==> src/rtl/riscv_pkg.sv <==
// Shared encodings for the multicycle RV32I core: opcodes, datapath mux selects,
// ALU controls and the control FSM state type.
package riscv_pkg;

  localparam logic [6:0] OP_LOAD   = 7'b0000011;
  localparam logic [6:0] OP_STORE  = 7'b0100011;
  localparam logic [6:0] OP_RTYPE  = 7'b0110011;
  localparam logic [6:0] OP_ITYPE  = 7'b0010011;
  localparam logic [6:0] OP_JAL    = 7'b1101111;
  localparam logic [6:0] OP_BRANCH = 7'b1100011;
  localparam logic [6:0] OP_LUI    = 7'b0110111;

  localparam logic [2:0] IMM_I = 3'b000;
  localparam logic [2:0] IMM_S = 3'b001;
  localparam logic [2:0] IMM_B = 3'b010;
  localparam logic [2:0] IMM_J = 3'b011;
  localparam logic [2:0] IMM_U = 3'b100;

  localparam logic [1:0] SRCA_PC    = 2'b00;
  localparam logic [1:0] SRCA_OLDPC = 2'b01;
  localparam logic [1:0] SRCA_RD1   = 2'b10;

  localparam logic [1:0] SRCB_RD2  = 2'b00;
  localparam logic [1:0] SRCB_IMM  = 2'b01;
  localparam logic [1:0] SRCB_FOUR = 2'b10;

  localparam logic [1:0] RES_ALUOUT    = 2'b00;
  localparam logic [1:0] RES_DATA      = 2'b01;
  localparam logic [1:0] RES_ALURESULT = 2'b10;

  localparam logic [2:0] ALU_ADD   = 3'b000;
  localparam logic [2:0] ALU_SUB   = 3'b001;
  localparam logic [2:0] ALU_AND   = 3'b010;
  localparam logic [2:0] ALU_OR    = 3'b011;
  localparam logic [2:0] ALU_SLT   = 3'b101;
  localparam logic [2:0] ALU_PASSB = 3'b110;

  localparam logic [1:0] ALUOP_ADD   = 2'b00;
  localparam logic [1:0] ALUOP_SUB   = 2'b01;
  localparam logic [1:0] ALUOP_FUNCT = 2'b10;
  localparam logic [1:0] ALUOP_PASSB = 2'b11;

  typedef enum logic [3:0] {
    S_FETCH, S_DECODE, S_MEMADR, S_MEMREAD, S_MEMWB, S_MEMWRITE, S_EXECUTER,
    S_EXECUTEI, S_LUI, S_ALUWB, S_JAL, S_BEQ, S_TRAP
  } state_t;

endpackage

==> src/rtl/multicycle_controller_alu_decoder.sv <==
// ALU decoder: maps the FSM's aluop class plus instruction fields to an ALU control.
module alu_decoder
  import riscv_pkg::*;
(
  input  logic [1:0] aluop,
  input  logic [2:0] funct3,
  input  logic       opb5,
  input  logic       funct7b5,
  output logic [2:0] alucontrol
);

  always_comb begin
    alucontrol = ALU_ADD;
    case (aluop)
      ALUOP_ADD:   alucontrol = ALU_ADD;
      ALUOP_SUB:   alucontrol = ALU_SUB;
      ALUOP_PASSB: alucontrol = ALU_PASSB;
      default: begin
        // funct7b5 only selects sub for R-type; addi reuses that bit as immediate
        case (funct3)
          3'b000:  alucontrol = (opb5 & funct7b5) ? ALU_SUB : ALU_ADD;
          3'b010:  alucontrol = ALU_SLT;
          3'b110:  alucontrol = ALU_OR;
          3'b111:  alucontrol = ALU_AND;
          default: alucontrol = ALU_ADD;
        endcase
      end
    endcase
  end

endmodule

==> src/rtl/multicycle_controller.sv <==
// Moore control FSM for the multicycle RV32I core; sequences the shared datapath
// through fetch/decode/execute/memory/writeback from the latched instruction.
module multicycle_controller
  import riscv_pkg::*;
(
  input  logic       clk,
  input  logic       reset,
  input  logic [6:0] op,
  input  logic [2:0] funct3,
  input  logic       funct7b5,
  input  logic       zero,
  output logic [2:0] immsrc,
  output logic [1:0] alusrca,
  output logic [1:0] alusrcb,
  output logic [1:0] resultsrc,
  output logic       adrsrc,
  output logic [2:0] alucontrol,
  output logic       irwrite,
  output logic       pcwrite,
  output logic       regwrite,
  output logic       memwrite,
  output logic       illegal
);

  state_t     state, state_nxt;
  logic [1:0] aluop;
  logic       pcupdate;
  logic       branch;

  always_ff @(posedge clk or posedge reset) begin
    if (reset) state <= S_FETCH;
    else       state <= state_nxt;
  end

  always_comb begin
    state_nxt = state;
    case (state)
      S_FETCH: state_nxt = S_DECODE;
      S_DECODE: begin
        case (op)
          OP_LOAD, OP_STORE: state_nxt = S_MEMADR;
          OP_RTYPE:          state_nxt = S_EXECUTER;
          OP_ITYPE:          state_nxt = S_EXECUTEI;
          OP_JAL:            state_nxt = S_JAL;
          OP_BRANCH:         state_nxt = S_BEQ;
          OP_LUI:            state_nxt = S_LUI;
          default:           state_nxt = S_TRAP;
        endcase
      end
      S_MEMADR:   state_nxt = op[5] ? S_MEMWRITE : S_MEMREAD;
      S_MEMREAD:  state_nxt = S_MEMWB;
      S_MEMWB:    state_nxt = S_FETCH;
      S_MEMWRITE: state_nxt = S_FETCH;
      S_EXECUTER: state_nxt = S_ALUWB;
      S_EXECUTEI: state_nxt = S_ALUWB;
      S_LUI:      state_nxt = S_ALUWB;
      S_ALUWB:    state_nxt = S_FETCH;
      S_JAL:      state_nxt = S_ALUWB;
      S_BEQ:      state_nxt = S_FETCH;
      S_TRAP:     state_nxt = S_TRAP;
      default:    state_nxt = S_FETCH;
    endcase
  end

  always_comb begin
    alusrca   = SRCA_PC;
    alusrcb   = SRCB_RD2;
    resultsrc = RES_ALUOUT;
    adrsrc    = 1'b0;
    aluop     = ALUOP_ADD;
    irwrite   = 1'b0;
    regwrite  = 1'b0;
    memwrite  = 1'b0;
    pcupdate  = 1'b0;
    branch    = 1'b0;
    illegal   = 1'b0;
    case (state)
      S_FETCH: begin
        irwrite   = 1'b1;
        alusrcb   = SRCB_FOUR;
        resultsrc = RES_ALURESULT;
        pcupdate  = 1'b1;
      end
      S_DECODE: begin
        alusrca = SRCA_OLDPC;
        alusrcb = SRCB_IMM;
      end
      S_MEMADR: begin
        alusrca = SRCA_RD1;
        alusrcb = SRCB_IMM;
      end
      S_MEMREAD: adrsrc = 1'b1;
      S_MEMWB: begin
        resultsrc = RES_DATA;
        regwrite  = 1'b1;
      end
      S_MEMWRITE: begin
        adrsrc   = 1'b1;
        memwrite = 1'b1;
      end
      S_EXECUTER: begin
        alusrca = SRCA_RD1;
        aluop   = ALUOP_FUNCT;
      end
      S_EXECUTEI: begin
        alusrca = SRCA_RD1;
        alusrcb = SRCB_IMM;
        aluop   = ALUOP_FUNCT;
      end
      S_LUI: begin
        alusrcb = SRCB_IMM;
        aluop   = ALUOP_PASSB;
      end
      S_ALUWB: regwrite = 1'b1;
      S_JAL: begin
        alusrca  = SRCA_OLDPC;
        alusrcb  = SRCB_FOUR;
        pcupdate = 1'b1;
      end
      S_BEQ: begin
        alusrca = SRCA_RD1;
        aluop   = ALUOP_SUB;
        branch  = 1'b1;
      end
      S_TRAP:  illegal = 1'b1;
      default: ;
    endcase
  end

  // Branch resolution is combinational on the ALU zero flag in the BEQ cycle
  assign pcwrite = pcupdate | (branch & zero);

  always_comb begin
    case (op)
      OP_STORE:  immsrc = IMM_S;
      OP_BRANCH: immsrc = IMM_B;
      OP_JAL:    immsrc = IMM_J;
      OP_LUI:    immsrc = IMM_U;
      default:   immsrc = IMM_I;
    endcase
  end

  alu_decoder u_alu_decoder (
    .aluop      (aluop),
    .funct3     (funct3),
    .opb5       (op[5]),
    .funct7b5   (funct7b5),
    .alucontrol (alucontrol)
  );

endmodule

==> config.mk <==
export PLATFORM = sky130hd
export DESIGN_NAME = multicycle_controller
export DESIGN_NICKNAME = d
export VERILOG_FILES = /design/src/rtl/riscv_pkg.sv /design/src/rtl/multicycle_controller_alu_decoder.sv /design/src/rtl/multicycle_controller.sv
export SDC_FILE = /design/constraint.sdc
export NUM_CORES = 1
export LEC_CHECK = 0
export BUFFER_PORTS_ARGS = -buffer_cell sky130_fd_sc_hd__clkbuf_2
export CAP_MARGIN = 15
export CORE_MARGIN = 2
export CORE_UTILIZATION = 40
export CTS_BUF_LIST = sky130_fd_sc_hd__clkbuf_2
export DETAILED_ROUTE_END_ITERATION = 16
export GPL_TIMING_DRIVEN = 0
export PLACE_DENSITY = 0.8
export SETUP_SLACK_MARGIN = 0.02
export SLEW_MARGIN = 30
export SYNTH_ARGS = -nofsm -noshare
export SYNTH_HDL_FRONTEND = slang
export SYNTH_SLANG_ARGS = --single-unit
==> constraint.sdc <==
create_clock -name clk -period 1.8 [get_ports clk]
set_input_delay 0.18 -clock clk [delete_from_list [all_inputs] [get_ports clk]]
set_output_delay 0.18 -clock clk [all_outputs]
set_load 0.02 [all_outputs]
## After elaboration in Yosys (flattened, before gate mapping)

Cells that the tools add are included.
W data, S select, Z words.

| storage, ports and cells | value |
|---|---|
| latch bits | 0 |
| register bits | 4 |
| RAM bits | 0 |
| output and inout port bits | 18 |
| memory bits (read-only) | 0 |
| bits of input ports | 14 |
| memories kept | 0 |

| cells by class | value |
|---|---|
| $mul | 0 |
| bitwise gates (word level) | 3 |
| shifts and indexed selects | 0 |
| $add $sub $neg | 0 |
| eq/ne operators | 24 |
| divide/modulo/power cells | 0 |
| magnitude comparators | 0 |
| multiplexer cells | 18 |
| reduce and logical (&&, ||, !) cells | 12 |

Operators with widths:

| operator | count |
|---|---|
| $pmux W4 S6 | 2 |
| $pmux W3 S4 | 2 |
| $eq A7 B6 Y1 const B | 3 |
| $eq A4 B4 Y1 const B | 5 |
| $eq A4 B3 Y1 const B | 4 |
| $eq A7 B7 Y1 const B | 2 |
| $pmux W2 S2 | 3 |
| $reduce_or A2 Y1 | 6 |
| $reduce_or A4 Y1 | 3 |
| $pmux W3 S3 | 1 |
| $eq A4 B2 Y1 const B | 2 |
| $mux W1 | 8 |
| $eq A7 B2 Y1 const B | 1 |
| $eq A7 B5 Y1 const B | 1 |
| $eq A3 B3 Y1 const B | 2 |
| $pmux W2 S3 | 1 |
| $eq A4 B1 Y1 const B | 1 |
| $logic_not A4 Y1 | 1 |
| $eq A3 B2 Y1 const B | 1 |
| $logic_not A3 Y1 | 1 |
| $mux W3 | 1 |
| $and A1 B1 Y1 | 2 |
| $eq A2 B1 Y1 const B | 1 |
| $eq A2 B2 Y1 const B | 1 |
| 2 further kinds | 2 |

## Logic depth before layout (Yosys ltp)

Gate-level depths: netlist of run 1.

| logic depth | value |
|---|---|
| word-level depth | 5 |
| depth in mapped cells | 5 |

## By module

From an unflattened synthesis of run 1, not the netlist that was laid out.

| unflattened totals | value |
|---|---|
| cells, all modules | 95 |
| area total of the unflattened synthesis | 629.4 um2 |

By module, submodules not included:

| module | times used | cells an instance | area an instance (um2) | seq. area each (um2) |
|---|---|---|---|---|
| multicycle_controller | 1 | 85 | 565.5 | 100.1 |
| alu_decoder | 1 | 10 | 63.8 | 0.0 |

## Least setup slack after synthesis of run 1

OpenSTA, ideal clock, no wires.

| timing path | value |
|---|---|
| path type | reg-to-output |
| start point | register state[1] |
| end point | output resultsrc[1] |
| setup slack | -197 ps |
| arrival time | 1817 ps |
| stages on the path, launching flop included | 5 |
| path buffers | 3 |
| path through | dfrtp_1 -> buf_2 -> buf_1 -> nor4_1 -> buf_4 |

| between the ends | value |
|---|---|
| cells in the longest elaborated chain, start to end | 2 |
| elaborated cells on any way between the ends | 3 |

Ends and longest elaborated chain:

| item | line | RTL |
|---|---|---|
| start, declared | multicycle_controller.sv:25 | `state_t state, state_nxt;` |
| start signal, assigned | multicycle_controller.sv:32 | `else state <= state_nxt;` |
| $eq A4 B3 Y1 or $logic_not A4 Y1 (tied branches) | multicycle_controller.sv:77 | `case (state)` |
| $pmux W2 S2 (*) | multicycle_controller.sv:77 |  |
| end, declared | multicycle_controller.sv:15 | `output logic [1:0] resultsrc,` |

Mark *: on every way between the ends. The rest lies on a longest branch, timed or not.

## Worst setup path in the final report of run 1

Ends and elaborated chain as after synthesis.

==> out/metrics.yaml, run 1 <==
routing:
  via_per_inst: 5.415
  drcViolationCount: 0
  wl_per_cell_um: 11.50
  num_vias: 769
  ant_nets: 0
  wl_um: 1633
  dr.first_iter.drc_count: 21
  firstDrtPassIters: 4
power_and_ir_drop:
  ir_worst_vdd_v: 0.0004886
  power-per-cell-area_nw_per_um2: 1319
  p_sw_share_pct: 54.95
  power.switching_uw: 614.9
  internal-power_uw: 504.0
  leakage_uw: 0.0004306
  combPwrFrac_pct: 79.4
  p_clk_share_pct: 7.2
  p_seq_share_pct: 13.4
grt:
  grtUsageTotal_pct: 19.29
  grt_pass1_wl_um: 2849
  grt_max_degree: 11
  grt_pass1_vias: 663
  grt_overflow_total: 0
  antenna_found_initial: 0
layout:
  post-route-util_pct: 56.97
  final_cell_mix: "34 x clkbuf_2, 12 x nor2_1, 7 x nand2_1"
  fin_nets: 142
  seq_area_um2: 100.1
  multiInputGateArea_um2: 483.0
  top_regs: "state x4"
  largest-register: "state"
  n_antenna_cell: 0
  drive_gt1_share_pct: 38.10
  largest_reg_flops: 4
  area_delta_synth_final_pct: 33.73
  layout_commonest_cell: "clkbuf_2"
  fillers: 154
timing:
  max_slew_margin_pct: 81.64
  holdWs_ps: 386.8
  rsz0062_at_grt: "true"
  finalMaxSlewViolations: 0
  timing.final.hold_violations: 0
  fmax_mhz: 578.2
  finalSetupTns_ps: 0
  setup_violations: 0
  worst_pin_slew_ps: 273.2
  min_period_over_period_pct: 96.09
  period_needed_ps: 1730
  clock_skew_ps: 2.573
yosys:
  synth-seq-cells: 4
  syn_area_um2: 634.4
  ys_async_sr_fraction_pct: 100.0
  avgSynthCellArea_um2: 6.821
  synthAdderAreaFrac_pct: 0
  synth-simple-area-share_pct: 47.53
  synth-compound-area-share_pct: 20.71
  synth-xor-area-share_pct: 5.523
  ys_warn_count: 0
  synthCells: 93
  yosysUniqueCellTypes: 37
  synth_seq_area_share_pct: 15.78
  synth-edff-count: 0
  synth_mux_area_share_pct: 0
  synthFlopType: "dfrtp_1"
  syn-num-nets: 107
  synth_top_family_by_area: "simple AND/OR/NAND/NOR gates"
setup_path:
  path_class: "register to primary output"
  cp-end-kind: "primary output"
  startpoint_type: "register"
  required_ps: 1620
  critical_path_arrival_ps: 1550
  crit_fanout: 10
floorplanning:
  start_util_pct: 42.61
  core_area_um2: 1489
  io_pins: 32
  fp.dieH_um: 43.83
  die_x_um: 43.83
  die_area_um2: 1921
  num_rows: 14
clocking:
  cts_tree: "done"
  insertion_delay_ps: 210
  clock_sinks: 4
  postCtsSetupRepairBufs: 0
  clock_tree.buffer_depth: 2
  path_clk_slew_ps: 40
  h-tree-depth: 1
  ctsRootBufferMaster: "clkbuf_2"
  cts_buffers: 3
placed_design:
  hpwl_um: 1260
  gp_congestion: 0.7671
  port_buffers: 29
status:
  status: "completed"
run:
  drv_cap: 0
min_path:
  hp-class: "primary input to async pin"
## Yosys cell counts, types with 2 or more instances
library cell  number  share of area [%]
a21oi_1            6                4.7
a31oi_1            2                2.0
and3b_1            2                2.8
buf_1              2                1.2
buf_2              5                3.9
dfrtp_1            4                 16
inv_1              3                1.8
nand2_1            7                4.1
nand2b_1           5                4.9
nand3_1            2                1.6
nand3b_1           3                3.6
nor2_1            12                7.1
nor2b_1            3                3.0
nor3_1             6                4.7
nor4_1             3                3.0
o21ai_0            4                3.2
o31ai_1            2                2.4
xnor2_1            3                4.1
## per-layer routing
metal	share of wire [%]	routed length, um	GRT usage [%]	vias to the layer above
met5	0	0	0	-
met4	1.7	27	7.273	0
met3	6.8	111	2.500	5
met2	49	807	31.76	38
met1	42	685	25.44	331
li1	-	-	-	395
## logic make-up (layout without fill, tap and decap cells)
group                     after synthesis  count (layout)
xor gates and xnor gates                4               4
DFF                                     4               4
and+or+nand+nor                        51              51
AOI/OAI and AO/OA                      21              21
buffers and inverters                  13              46
## power groups by stage
stage	clock network, uW	logic (uW)	registers (uW)
final	80.4	888	150
after floorplan	0	645	143
after global placement	0	844	148
after detailed placement	0	859	150
after CTS	81.7	864	149
after global routing	87.2	974	154
## stage by stage
step / instance area (um^2) / power, uW / setup slack, ps / std cells
floorplan: 640.6 / 787.5 / 62.16 / 93
global placement: 805.8 / 992.3 / 188.1 / 138
detailed placement: 805.8 / 1010 / 143.1 / 138
CTS: 832.0 / 1095 / 4.719 / 142
global route: 848.3 / 1215 / -46.87 / 142
finish: 848.3 / 1119 / 70.43 / 142
## repair_timing
item,in CTS,in global routing
gates cloned,0,0
hold endpoints to repair,4,0
setup endpoints to repair,3,10
gates resized for setup,1,7
hold buffers,1,0
## cell type report
type | count | area share (%)
Sequential cell | 4 | 11.80
Inverter | 3 | 1.327
Timing Repair Buffer | 30 | 18.29
Clock buffer | 3 | 1.770
Multi-Input combinational cell | 76 | 56.93
Buffer | 10 | 7.522
Tap cell | 16 | 2.360
## worst paths after layout
path | depth (start not counted) | to | start | slack, ps
setup / recovery | 5 | resultsrc[1] | state[1] | 70
hold / removal | 3 | state[0] | reset | 390
setup reg to reg | 5 | state[1] | state[0] | 430
hold reg to reg | 3 | state[2] | state[1] | 650
max in group asynchronous | 3 | state[3] | reset | 1260
min in group clk | 3 | state[2] | op[4] | 400
## critical path, cell delays in order (launching register included)
cell	delay, ps
dfrtp_1	380
clkbuf_4	190
buf_4	190
nor4_4	280
buf_4	140
clkbuf_2	150
No activity file was read; power rests on OpenSTA's default activity.
==> inputs of run 2 (changes only) <==
- BUFFER_PORTS_ARGS: -buffer_cell sky130_fd_sc_hd__clkbuf_2 -> default
- DONT_BUFFER_PORTS: default -> 1
- PLACE_DENSITY: 0.8 -> 0.62
==> out/metrics.yaml, run 2 (synthesis gave the netlist of run 1 again) <==
clocking:
  ctsRootBufferMaster: "clkbuf_2"  # unchanged
  insertion_delay_ps: 220  # was 210 ps
  cts_buffers: 3  # unchanged
  cts_tree: "done"  # unchanged
  clock_tree.buffer_depth: 2  # unchanged
  path_clk_slew_ps: 50  # was 40 ps
  clock_sinks: 4  # unchanged
  h-tree-depth: 1  # unchanged
power_and_ir_drop:
  internal-power_uw: 448.8  # was 504.0 uW
  p_seq_share_pct: 14.3  # was 13.4%
  ir_worst_vdd_v: 0.0003733  # was 0.0004886 V
  power-per-cell-area_nw_per_um2: 1361  # was 1319 nW/um^2
  combPwrFrac_pct: 77.7  # was 79.4%
  power_uw: 1039  # was 1119 uW
  p_sw_share_pct: 56.79  # was 54.95%
  power.switching_uw: 589.9  # was 614.9 uW
  leakage_uw: 0.0003349  # was 0.0004306 uW
  p_clk_share_pct: 8.1  # was 7.2%
setup_path:
  required_ps: 1620  # about the same
  startpoint_type: "register"  # unchanged
  path_class: "register to primary output"  # unchanged
  cp_slowest_stage_delay_ps: 430  # was 380 ps
  crit_fanout: 8  # was 10
  rrSetupSlack_ps: 520  # was 430 ps
  path_cells: "buf_6 -> buf_8 -> nor4_4 -> buf_4"  # was clkbuf_4 -> buf_4 -> nor4_4 -> buf_4 -> clkbuf_2
  cp-end-kind: "primary output"  # unchanged
  critPathSlowestCell: "nor4_4"  # was dfrtp_1
  critical_path_arrival_ps: 1530  # was 1550 ps
timing:
  setup_ws_ps: 87.84  # was 70.43 ps
  clock_skew_ps: 11.43  # was 2.573 ps
  fmax_mhz: 584.1  # was 578.2 MHz
  period_needed_ps: 1712  # was 1730 ps
  holdWs_ps: 216.6  # was 386.8 ps
  rsz0062_at_grt: "false"  # was true
  finalMaxSlewViolations: 0  # unchanged
  min_period_over_period_pct: 95.12  # was 96.09%
  setup_violations: 0  # unchanged
  timing.final.hold_violations: 0  # unchanged
  max_slew_margin_pct: 38.61  # was 81.64%
  worst_pin_slew_ps: 912.5  # was 273.2 ps
floorplanning:
  io_pins: 32  # unchanged
  fp.dieH_um: 43.83  # unchanged
  core_area_um2: 1489  # unchanged
  die_area_um2: 1921  # unchanged
  start_util_pct: 42.61  # unchanged
  num_rows: 14  # unchanged
  die_x_um: 43.83  # unchanged
min_path:
  hp-class: "primary input to register"  # was primary input to async pin
layout:
  drive_gt1_share_pct: 24.75  # was 38.10%
  largest_reg_flops: 4  # unchanged
  layout_commonest_cell: "nor2_1"  # was clkbuf_2
  fillers: 157  # was 154
  seq_area_um2: 100.1  # unchanged
  area_delta_synth_final_pct: 20.32  # was 33.73%
  final_cell_mix: "12 x nor2_1, 7 x nand2_1, 6 x a21oi_1"  # was 34 x clkbuf_2, 12 x nor2_1, 7 x nand2_1
  top_regs: "state x4"  # unchanged
  multiInputGateArea_um2: 493.0  # was 483.0 um^2
  n_antenna_cell: 0  # unchanged
  fin_nets: 117  # was 142
  largest-register: "state"  # unchanged
routing:
  dr.first_iter.drc_count: 9  # was 21
  wl_um: 1554  # was 1633 um
  drcViolationCount: 0  # unchanged
  ant_nets: 0  # unchanged
  firstDrtPassIters: 4  # unchanged
  via_per_inst: 5.889  # was 5.415
  num_vias: 689  # was 769
  wl_per_cell_um: 13.28  # was 11.50 um
grt:
  grt_pass1_vias: 582  # was 663
  grt_pass1_wl_um: 2470  # was 2849 um
  antenna_found_initial: 0  # unchanged
  grtUsageTotal_pct: 16.91  # was 19.29%
  grt_max_degree: 11  # unchanged
  grt_overflow_total: 0  # unchanged
placed_design:
  gp_congestion: 0.7945  # was 0.7671
  port_buffers: 0  # was 29
  pre_cts_ws_ps: -67.18  # was 143.1 ps
  hpwl_um: 1185  # was 1260 um
status:
  status: "completed"  # unchanged
run:
  drv_cap: 0  # unchanged
-- run 2: power groups by stage --
stage	clock network [uW]	logic (uW)	registers, uW
after global placement	0	730	149
after floorplan	0	645	143
after detailed placement	0	735	151
after global routing	86.3	876	155
final	83.7	807	148
after CTS	86.7	804	150
-- run 2: metal layers --
layer / wire length (um) / vias up / GRT usage (%) / part of all wire, %
li1: - / 349 / - / -
met1: 680 / 315 / 19.90 / 44
met2: 765 / 23 / 28.24 / 49
met3: 92 / 2 / 5.000 / 5.9
met4: 16 / 0 / 7.273 / 1.0
met5: 0 / - / 0 / 0
-- run 2: final cells by class --
cell class                 instances  share of cell area, %
multi-input combinational         76                  64.59
sequential                         4                  13.11
buffer                            10                  10.98
timing repair buffer               5                  5.246
tap                               16                  2.623
clock buffer                       3                  1.967
inverter                           3                  1.475
-- run 2: path summary, 6_finish.rpt --
path                               start           end  cells after the start
worst min register to register  state[1]      state[2]                      3
worst max-delay path            state[1]  resultsrc[1]                      4
worst min-delay path               op[4]      state[2]                      2
worst max register to register  state[0]      state[1]                      5
max in group asynchronous          reset      state[2]                      2
min in group asynchronous          reset      state[3]                      2
-- run 2: worst max-delay path, delay by kind of cell, from the launching register on --
family,cells,cell delay (ps)
buffers and inverters,3,490
DFF,1,400
and+or+nand+nor,1,430
-- run 2: timing repair --
item | CTS | global route
pin swaps | 1 | 1
hold endpoints to repair | 4 | 0
endpoints found under the setup margin | 11 | 3
resized for setup | 12 | 5
hold buffers | 1 | 0
buffers inserted | 0 | 4
-- run 2: stage by stage --
stage	setup TNS (ps)	util, %	area (um^2)	cells
2_1_floorplan	0	-	640.6	93
3_3_place_gp	-53.07	44.37	660.6	109
3_5_place_dp	-67.18	44.37	660.6	109
4_1_cts	0	48.32	719.4	113
5_1_grt	0	51.26	763.2	117
6_report	0	51.26	763.2	117
